### config.mk
export PLATFORM = sky130hd
export DESIGN_NAME = nonce_dispatch_ctrl_flat
export DESIGN_NICKNAME = d
export VERILOG_FILES = /design/src/rtl/nonce_dispatch_ctrl_if.sv /design/src/rtl/nonce_dispatch_ctrl.sv /design/src/flat_wrapper.sv
export SDC_FILE = /design/constraint.sdc
export NUM_CORES = 1
export LEC_CHECK = 0
export CAP_MARGIN = 10
export CORE_AREA = 2 2 525 527
export CTS_CLUSTER_DIAMETER = 150
export CTS_CLUSTER_SIZE = 28
export DETAILED_ROUTE_END_ITERATION = 6
export DIE_AREA = 0 0 527 529
export PLACE_DENSITY = 0.3
export SETUP_SLACK_MARGIN = 0.2
export SLEW_MARGIN = 10
export SYNTH_ARGS = -nofsm -noshare
export SYNTH_HDL_FRONTEND = slang
export SYNTH_SLANG_ARGS = --single-unit
### constraint.sdc
create_clock -name clk -period 9.1 [get_ports clk]
set_input_delay 1.82 -clock clk [delete_from_list [all_inputs] [get_ports clk]]
set_output_delay 1.82 -clock clk [all_outputs]
set_load 0.01 [all_outputs]
### src/rtl/nonce_dispatch_ctrl_if.sv
// nonce_dispatch_ctrl_if: command/status and hash-core handshake bundle for the nonce dispatcher
interface nonce_dispatch_ctrl_if #(
  parameter int NUM_CORES = 4,
  parameter int HASH_W = 256
);
  logic cmd_valid;
  logic [1:0] cmd;
  logic [HASH_W-1:0] target;
  logic [NUM_CORES-1:0] core_start;
  logic [31:0] core_nonce;
  logic core_abort;
  logic [NUM_CORES-1:0] core_done;
  logic [NUM_CORES*HASH_W-1:0] core_hash;
  logic [NUM_CORES-1:0] core_ack;
  logic [2:0] status;
  logic [31:0] found_nonce;
  modport master (
    input cmd_valid, cmd, target, core_done, core_hash,
    output core_start, core_nonce, core_abort, core_ack, status, found_nonce
  );
  modport slave (
    output cmd_valid, cmd, target, core_done, core_hash,
    input core_start, core_nonce, core_abort, core_ack, status, found_nonce
  );
endinterface

### src/rtl/nonce_dispatch_ctrl.sv
// nonce_dispatch_ctrl: round-robin nonce issue and target check across NUM_CORES hash cores
module nonce_dispatch_ctrl #(
  parameter int NUM_CORES = 4,
  parameter int HASH_W = 256
) (
  input logic clk,
  input logic rst,
  nonce_dispatch_ctrl_if.master bus
);
  localparam int IW = NUM_CORES > 1 ? $clog2(NUM_CORES) : 1;
  localparam logic [IW-1:0] LAST = IW'(NUM_CORES - 1);
  typedef enum logic [2:0] {IDLE = 3'd0, TARGET_OK = 3'd1, SEARCH = 3'd2, FOUND = 3'd3, EXHAUSTED = 3'd4} state_t;
  state_t state, state_d;
  logic [NUM_CORES-1:0] busy, busy_d, start_q, start_d, ack_q, ack_d, pend, iss_oh, chk_oh;
  logic [31:0] next_nonce, next_nonce_d, nonce_q, nonce_d, found_q, found_d;
  logic [31:0] nonce_tag [NUM_CORES];
  logic [IW-1:0] issue_ptr, issue_ptr_d, check_ptr, check_ptr_d, iss_i, chk_i;
  logic wrapped, wrapped_d, abort_q, abort_d, iss_f, chk_f, iss_v, chk_v, hit, active, entering, exhaust;
  logic cmd_tgt, cmd_go, cmd_abort;

  // returns {found, index} of the first request at or after ptr
  function automatic logic [IW:0] rr_pick(input logic [NUM_CORES-1:0] req, input logic [IW-1:0] ptr);
    logic [IW-1:0] j;
    rr_pick = '0;
    for (int k = NUM_CORES - 1; k >= 0; k--) begin
      j = IW'((int'(ptr) + k) % NUM_CORES);
      if (req[j]) rr_pick = {1'b1, j};
    end
  endfunction

  assign cmd_tgt = bus.cmd_valid && bus.cmd == 2'd1;
  assign cmd_go = bus.cmd_valid && bus.cmd == 2'd2;
  assign cmd_abort = bus.cmd_valid && bus.cmd == 2'd3;
  assign active = state == SEARCH && !cmd_abort;
  assign entering = state == TARGET_OK && cmd_go;
  // a result whose ack is on the wire this cycle is still held by the core; skip it
  assign pend = bus.core_done & ~ack_q;
  assign {iss_f, iss_i} = rr_pick(~busy, issue_ptr);
  assign {chk_f, chk_i} = rr_pick(pend, check_ptr);
  assign chk_v = active && chk_f;
  assign hit = chk_v && bus.core_hash[chk_i*HASH_W +: HASH_W] < bus.target;
  assign iss_v = active && iss_f && !wrapped && !hit;
  assign exhaust = active && wrapped && busy == '0 && pend == '0;
  assign iss_oh = iss_v ? NUM_CORES'(1) << iss_i : '0;
  assign chk_oh = chk_v ? NUM_CORES'(1) << chk_i : '0;

  always_ff @(posedge clk or posedge rst)
    if (rst) state <= IDLE;
    else state <= state_d;

  always_comb begin
    state_d = state;
    if (cmd_abort) state_d = IDLE;
    else if (state == SEARCH) state_d = hit ? FOUND : exhaust ? EXHAUSTED : SEARCH;
    else if (cmd_tgt && state != TARGET_OK) state_d = TARGET_OK;
    else if (entering) state_d = SEARCH;
  end

  always_comb begin
    start_d = iss_oh;
    ack_d = chk_oh;
    nonce_d = iss_v ? next_nonce : nonce_q;
    abort_d = (cmd_abort && state == SEARCH) || hit;
    found_d = entering ? '0 : hit ? nonce_tag[chk_i] : found_q;
    busy_d = entering ? '0 : (busy & ~chk_oh) | iss_oh;
    wrapped_d = entering ? 1'b0 : wrapped || (iss_v && next_nonce == '1);
    next_nonce_d = entering ? '0 : (iss_v && next_nonce != '1) ? next_nonce + 32'd1 : next_nonce;
    issue_ptr_d = !iss_v ? issue_ptr : iss_i == LAST ? '0 : iss_i + 1'b1;
    check_ptr_d = !chk_v ? check_ptr : chk_i == LAST ? '0 : chk_i + 1'b1;
  end

  always_ff @(posedge clk or posedge rst)
    if (rst) begin
      start_q <= '0;
      ack_q <= '0;
      nonce_q <= '0;
      abort_q <= 1'b0;
      found_q <= '0;
      busy <= '0;
      wrapped <= 1'b0;
      next_nonce <= '0;
      issue_ptr <= '0;
      check_ptr <= '0;
    end else begin
      start_q <= start_d;
      ack_q <= ack_d;
      nonce_q <= nonce_d;
      abort_q <= abort_d;
      found_q <= found_d;
      busy <= busy_d;
      wrapped <= wrapped_d;
      next_nonce <= next_nonce_d;
      issue_ptr <= issue_ptr_d;
      check_ptr <= check_ptr_d;
    end

  always_ff @(posedge clk)
    if (iss_v) nonce_tag[iss_i] <= next_nonce;

  assign bus.core_start = start_q;
  assign bus.core_ack = ack_q;
  assign bus.core_nonce = nonce_q;
  assign bus.core_abort = abort_q;
  assign bus.found_nonce = found_q;
  assign bus.status = state;
endmodule

### src/flat_wrapper.sv
// flat-port wrapper written by rule: the top's interface ports become plain ports
module nonce_dispatch_ctrl_flat 
#(
  parameter int NUM_CORES = 4,
  parameter int HASH_W = 256
)
  (clk, rst, bus_cmd_valid, bus_cmd, bus_target, bus_core_done, bus_core_hash, bus_core_start, bus_core_nonce, bus_core_abort, bus_core_ack, bus_status, bus_found_nonce);
  nonce_dispatch_ctrl_if #(.NUM_CORES(NUM_CORES), .HASH_W(HASH_W)) bus_i ();
  input logic clk;
  input logic rst;
  input wire logic [$bits(bus_i.cmd_valid)-1:0] bus_cmd_valid;
  input wire logic [$bits(bus_i.cmd)-1:0] bus_cmd;
  input wire logic [$bits(bus_i.target)-1:0] bus_target;
  input wire logic [$bits(bus_i.core_done)-1:0] bus_core_done;
  input wire logic [$bits(bus_i.core_hash)-1:0] bus_core_hash;
  output wire logic [$bits(bus_i.core_start)-1:0] bus_core_start;
  output wire logic [$bits(bus_i.core_nonce)-1:0] bus_core_nonce;
  output wire logic [$bits(bus_i.core_abort)-1:0] bus_core_abort;
  output wire logic [$bits(bus_i.core_ack)-1:0] bus_core_ack;
  output wire logic [$bits(bus_i.status)-1:0] bus_status;
  output wire logic [$bits(bus_i.found_nonce)-1:0] bus_found_nonce;
  assign bus_i.cmd_valid = bus_cmd_valid;
  assign bus_i.cmd = bus_cmd;
  assign bus_i.target = bus_target;
  assign bus_i.core_done = bus_core_done;
  assign bus_i.core_hash = bus_core_hash;
  assign bus_core_start = bus_i.core_start;
  assign bus_core_nonce = bus_i.core_nonce;
  assign bus_core_abort = bus_i.core_abort;
  assign bus_core_ack = bus_i.core_ack;
  assign bus_status = bus_i.status;
  assign bus_found_nonce = bus_i.found_nonce;
  nonce_dispatch_ctrl #(.NUM_CORES(NUM_CORES), .HASH_W(HASH_W)) u_core (.clk(clk), .rst(rst), .bus(bus_i));
endmodule
* Yosys cells after proc, flatten, opt, wreduce, memory -nomap -nowiden
Memory sizes are Yosys's and may differ from the RTL's.
Cells that the tools add are included.
** Word-level totals
- Register bits :: 117
- Bits in writable memories :: 128
- Memories :: 1
** Memory list
- u_core.nonce_tag :: words 4, width 32, rd ports 1, clocked after Yosys merged registers in 0, wr ports 1, line nonce_dispatch_ctrl.sv:16 : logic [31:0] nonce_tag [NUM_CORES];
** Operators by class
- Add/subtract/negate cells :: 9
- $lt $le $gt $ge :: 9
- Eq/ne operators :: 10
- Shift operators :: 3
- Mux-type cells :: 42
- Bitwise logic cells :: 6
- Reduce and logical (&&, ||, !) cells :: 27
** Operators by type and width (number)
- variable part select 1024 x 11 -> 256 bit :: 1
- < comparator 256 bit :: 1
- 2-to-1 mux 32 bit :: 4
- 2-to-1 mux 3 bit :: 14
- adder 32 x 1 -> 32 bit (second input constant) :: 1
- equality test 32 bit (second input constant) :: 1
- != test 32 bit (second input constant) :: 1
- < comparator 2 x 3 -> 1 bit (second input constant) :: 8
- logical AND 1 bit :: 17
- binary-select mux 1 bit (select 2 bit) :: 8
- 2-to-1 mux 4 bit :: 3
- NOT 4 bit :: 3
- 2-to-1 mux 1 bit :: 11
- adder 2 x 1 -> 2 bit (second input constant) :: 4
- adder 2 bit (second input constant) :: 4
- AND 4 bit :: 2
- equality test 2 bit (second input constant) :: 4
- logical NOT 4 bit :: 2
- left shift 1 x 2 -> 4 bit (first input constant) :: 2
- 2-to-1 mux 2 bit :: 2
- OR 4 bit :: 1
- nonzero test 2 bit :: 2
- nonzero test 4 bit :: 1
- equality test 3 x 1 -> 1 bit (second input constant) :: 1
- other kinds (5) :: 8

* Depth between registers and ports, before layout
- Depth in word-level cells :: 16
- Gate-level depth with buffers :: 24

* Worst setup path after synthesis
No wires, ideal clock.
- Path type :: input to register
- From :: input bus_core_done[2]
- To :: memory u_core.nonce_tag[0][0] (enable)
- Library setup time :: 0.387 ns
- Arrival :: 6.699 ns
- Required time :: 8.713 ns
- Setup slack :: 2.014 ns
- Stages on the path :: 21
- Path buffers :: 5
- Cell sequence :: nor3b_1 > a311o_1 > and2_4 > buf_6 > inv_2 > clkbuf_1 > clkbuf_1 > clkbuf_1 > nand2_1 > a31oi_1 > ha_1 > and4_1 > nand2_1 > nand4bb_1 > or4_1 > a2111oi_0 > and2_1 > a21o_1 > clkbuf_1 > nand2_1 > inv_1
** Between the ends
- Word-level cells in the longest chain between the ends :: 14
- Elaborated cells between the ends (all ways) :: 21
** RTL lines
- start: declaration :: line flat_wrapper.sv:14 : input wire logic [$bits(bus_i.core_done)-1:0] bus_core_done;
- AND 4 bit * :: line nonce_dispatch_ctrl.sv:37 : assign pend = bus.core_done & ~ack_q;
- binary-select mux 1 bit (select 2 bit) :: line nonce_dispatch_ctrl.sv:27 : if (req[j]) rr_pick = {1'b1, j};
- 2-to-1 mux 1 bit (implied by the code) :: line nonce_dispatch_ctrl.sv:27
- 2-to-1 mux 3 bit (3 in a row) :: line nonce_dispatch_ctrl.sv:27
- 2-to-1 mux 3 bit * :: line nonce_dispatch_ctrl.sv:27
- variable part select 1024 x 11 -> 256 bit :: line nonce_dispatch_ctrl.sv:41 : assign hit = chk_v && bus.core_hash[chk_i*HASH_W +: HASH_W] < bus.target;
- < comparator 256 bit :: line nonce_dispatch_ctrl.sv:41
- logical AND 1 bit * :: line nonce_dispatch_ctrl.sv:41
- logical NOT 1 bit * :: line nonce_dispatch_ctrl.sv:42 : assign iss_v = active && iss_f && !wrapped && !hit;
- logical AND 1 bit * :: line nonce_dispatch_ctrl.sv:42
- 2-to-1 mux 1 bit * :: line nonce_dispatch_ctrl.sv:98 : if (iss_v) nonce_tag[iss_i] <= next_nonce;
- 2-to-1 mux 1 bit (implied by the code) * :: line nonce_dispatch_ctrl.sv:98
- end: declaration :: line nonce_dispatch_ctrl.sv:16
Mark *: on every way between the ends. The rest lies on a longest branch, timed or not. The select of a mux whose other input is x is not followed.

* Worst setup path in the final report
- From :: input bus_core_done[2]
- To :: memory u_core.nonce_tag[2][11] (enable)
The elaborated chain is that of the path after synthesis.

==> impl_metrics.json <==
{
  "status": "finished clean",
  "path_class": "primary input to flip-flop",
  "drv_cap": 0,
  "holdBufCountCts": 0,
  "coreArea_sq_um": 273000,
  "first_global_vias": 32410,
  "dp_hpwl_mm": 238,
  "synth.most_common_cell": "nand2_1",
  "async_flop_share_pct": 47.8,
  "pin_count": 1365,
  "die_area_sq_um": 279000,
  "ys_top_cells_by_area": "nand2_1 (20%), edfxtp_1 (16%), ha_1 (14%), dfrtp_1 (12%), and3_1 (7.0%)",
  "grt_max_degree": 106,
  "fin_skew_ns": 0.0154,
  "synthTopCellsByCount": "nand2_1 (1272), inv_1 (279), and3_1 (272)",
  "finalHoldViolations": 0,
  "area_growth_pct": 77.3,
  "synth-edff-count": 128,
  "busiest_layer": "met2",
  "fin_crit_sh_pct": 87.2,
  "synth-seq-cells": 245,
  "crit_fanout": 105,
  "initial_utilization_pct": 8.96,
  "nNetsFinal": 6363,
  "ys_seq_area_share_pct": 27.7,
  "crit_start": "bus_core_done[2]",
  "grt_use_total_pct": 18.3,
  "row_count": 192,
  "netlist_instances": 3540,
  "cellLeakagePower_nw": 18.4,
  "nFillCells": 31246,
  "syn-mean-instance-area_sq_um": 6.90,
  "reg2reg_depth": 23,
  "maxSlewViolCount": 0,
  "met2_usage_pct": 30.3,
  "drt_iter0_markers": 2061,
  "setup_tns_ns": 0,
  "route.detailed.drc": 0,
  "die_h_um": 529,
  "io_buffers": 1364,
  "antenna_found_initial": 232,
  "slew_headroom_pct": 26.6,
  "cts_root_buffer": "clkbuf_16",
  "final_antenna_net_count": 0,
  "clk_pin_slew_ns": 0.12,
  "fin_crit_ns": 7.93,
  "place_congestion": 0.934,
  "netlist.area_leader.share_pct": 19.5,
  "place_inst": 8385,
  "wl_mm": 268,
  "cts_buffers": 12,
  "seq_area_sq_um": 6770,
  "via_count": 32061,
  "synth_area_sq_um": 24400,
  "worstPathRequired_ns": 9.29,
  "fmax_mhz": 126,
  "post_drt_wl_per_cell_um": 31.7,
  "synthFlopType": "edfxtp_1",
  "use_met1_pct": 22.0,
  "clkLatencyLatePin_ns": 0.51,
  "yosysWarnings": 0,
  "worstPathArrival_ns": 8.13,
  "power.density_nw_per_um2": 219,
  "end_kind": "flip-flop",
  "cts_setup_buffers": 0,
  "r2r_start": "u_core.bus.core_ack[2]",
  "start_kind": "primary input",
  "multi_input_area_sq_um": 15800,
  "met3_usage_pct": 7.17,
  "whs_ns": 0.505,
  "die_width_um": 527,
  "cts_tree": "yes",
  "setup_violations": 0,
  "cts_max_level": 1,
  "synth_top_cell_by_area": "nand2_1",
  "clock_path_buffers": 3,
  "peakVddDrop_uv": 128,
  "hold_class": "flip-flop to flip-flop",
  "whs_path_depth": 2,
  "dp_slack_ns": 0.446,
  "fin_util_pct": 15.9,
  "min_from": "u_core.bus.core_nonce[31]",
  "drive_gt1_share_pct": 3.01,
  "vias_per_cell": 3.79,
  "worst_pin_slew_ns": 1.10,
  "syn_nets": 5093,
  "clkSinkCount": 245,
  "stdcell_count": 8458,
  "gr-total-overflow": 0,
  "grt_first_pass_wirelength_mm": 338,
  "synthDistinctLibCells": 67,
  "cts_resized": 0,
  "setup_ws_ns": 1.17,
  "first_pass_iters": 5,
  "grt_setup_unrepaired": "no"
}
layout by cell type (no fill, tap or decap), types with 47 or more instances in the layout:
| cell | netlist | layout |
|---|---|---|
| and3_1 | 272 | 272 |
| nand4_1 | 47 | 47 |
| o21ai_0 | 105 | 104 |
| nand2_1 | 1272 | 1271 |
| dfrtp_1 | 117 | 117 |
| buf_4 | 4 | 91 |
| nand3_1 | 67 | 67 |
| edfxtp_1 | 128 | 128 |
| ha_1 | 264 | 264 |
| clkdlybuf4s50_1 | 0 | 1364 |
| inv_1 | 279 | 278 |
| diode_2 | 0 | 53 |
| a21oi_1 | 73 | 73 |
| nor2_1 | 149 | 149 |
| a31oi_1 | 258 | 257 |
worst max-delay path, cell delays in order:
cell and delay, ns:
clkdlybuf4s50_1 0.47, nor2b_1 0.28, a311o_1 0.25, and2_4 0.22, buf_12 0.34, buf_12 0.41
buf_4 0.37, nand2_1 0.08, and3_1 0.16, a31oi_1 0.58, ha_1 0.28, a211oi_1 0.10
o21ai_0 0.22, o2111ai_1 0.19, a21oi_1 0.32, nor3_2 0.09, buf_4 0.20, a2111oi_2 0.33
buf_4 0.17, and2_1 0.18, a21o_1 0.30, nand2_1 0.12, inv_1 0.12, buf_12 0.26
per-stage QoR:
step | area, sq um | power (mW)
2_1_floorplan | 24400 | 5.26
6_report | 43300 | 9.51
3_5_place_dp | 42800 | 9.00
3_3_place_gp | 42800 | 9.00
4_1_cts | 43200 | 9.72
5_1_grt | 43300 | 10.3
worst paths after layout:
kind	to	slack, ns
max in group asynchronous	u_core.check_ptr[1]	5.80
max	u_core.nonce_tag[2][11]	1.17
min in group asynchronous	u_core.bus.core_nonce[1]	1.71
max reg2reg	u_core.nonce_tag[2][11]	2.36
min	u_core.bus.core_nonce[31]	0.51
min reg2reg	u_core.bus.core_nonce[31]	0.51
logic make-up (layout without fill, tap and decap cells):
group / after synthesis / in the layout / share of synthesized area [%]
adders and majority gates: 264 / 264 / 13.5
AOI/OAI and AO/OA: 582 / 582 / 15.1
buffers and inverters: 499 / 1775 / 7.85
DFF: 245 / 245 / 27.7
and+or+nand+nor: 1906 / 1906 / 34.0
muxes: 44 / 44 / 1.81
other: 0 / 53 / 0
flip-flops by register name (all words and copies together), names as in the netlist:
register / flops
u_core.nonce_tag: 128
u_core.issue_ptr: 2
u_core.bus.core_nonce: 32
u_core.wrapped: 1
u_core.check_ptr: 2
u_core.bus.status: 3
u_core.next_nonce: 32
u_core.bus.core_start: 4
u_core.bus.core_ack: 4
u_core.bus.found_nonce: 32
u_core.busy: 4
u_core.bus.core_abort: 1
power by group:
part           switching [mW]  internal [mW]  total (mW)  leakage [nW]
logic                    4.63           2.71        7.34          15.5
clock network           0.391          0.272       0.663         0.172
registers               0.142           1.36        1.50          2.74
total                    5.16           4.35        9.51          18.4
layer usage:
metal | share of wire [%] | vias up
li1 | - | 14720
met1 | 41 | 15468
met2 | 47 | 1351
met3 | 9.8 | 362
met4 | 2.1 | 160
met5 | 0.37 | -
area by class of cell:
class / count / share of cell area (%)
Multi-Input combinational cell: 2796 / 36.5
Sequential cell: 245 / 15.6
Clock inverter: 1 / 0.0202
Antenna cell: 53 / 0.306
Tap cell: 3589 / 10.4
Timing Repair Buffer: 1474 / 33.9
Inverter: 281 / 2.47
Clock buffer: 19 / 0.803
No activity file was read; power rests on OpenSTA's default activity.
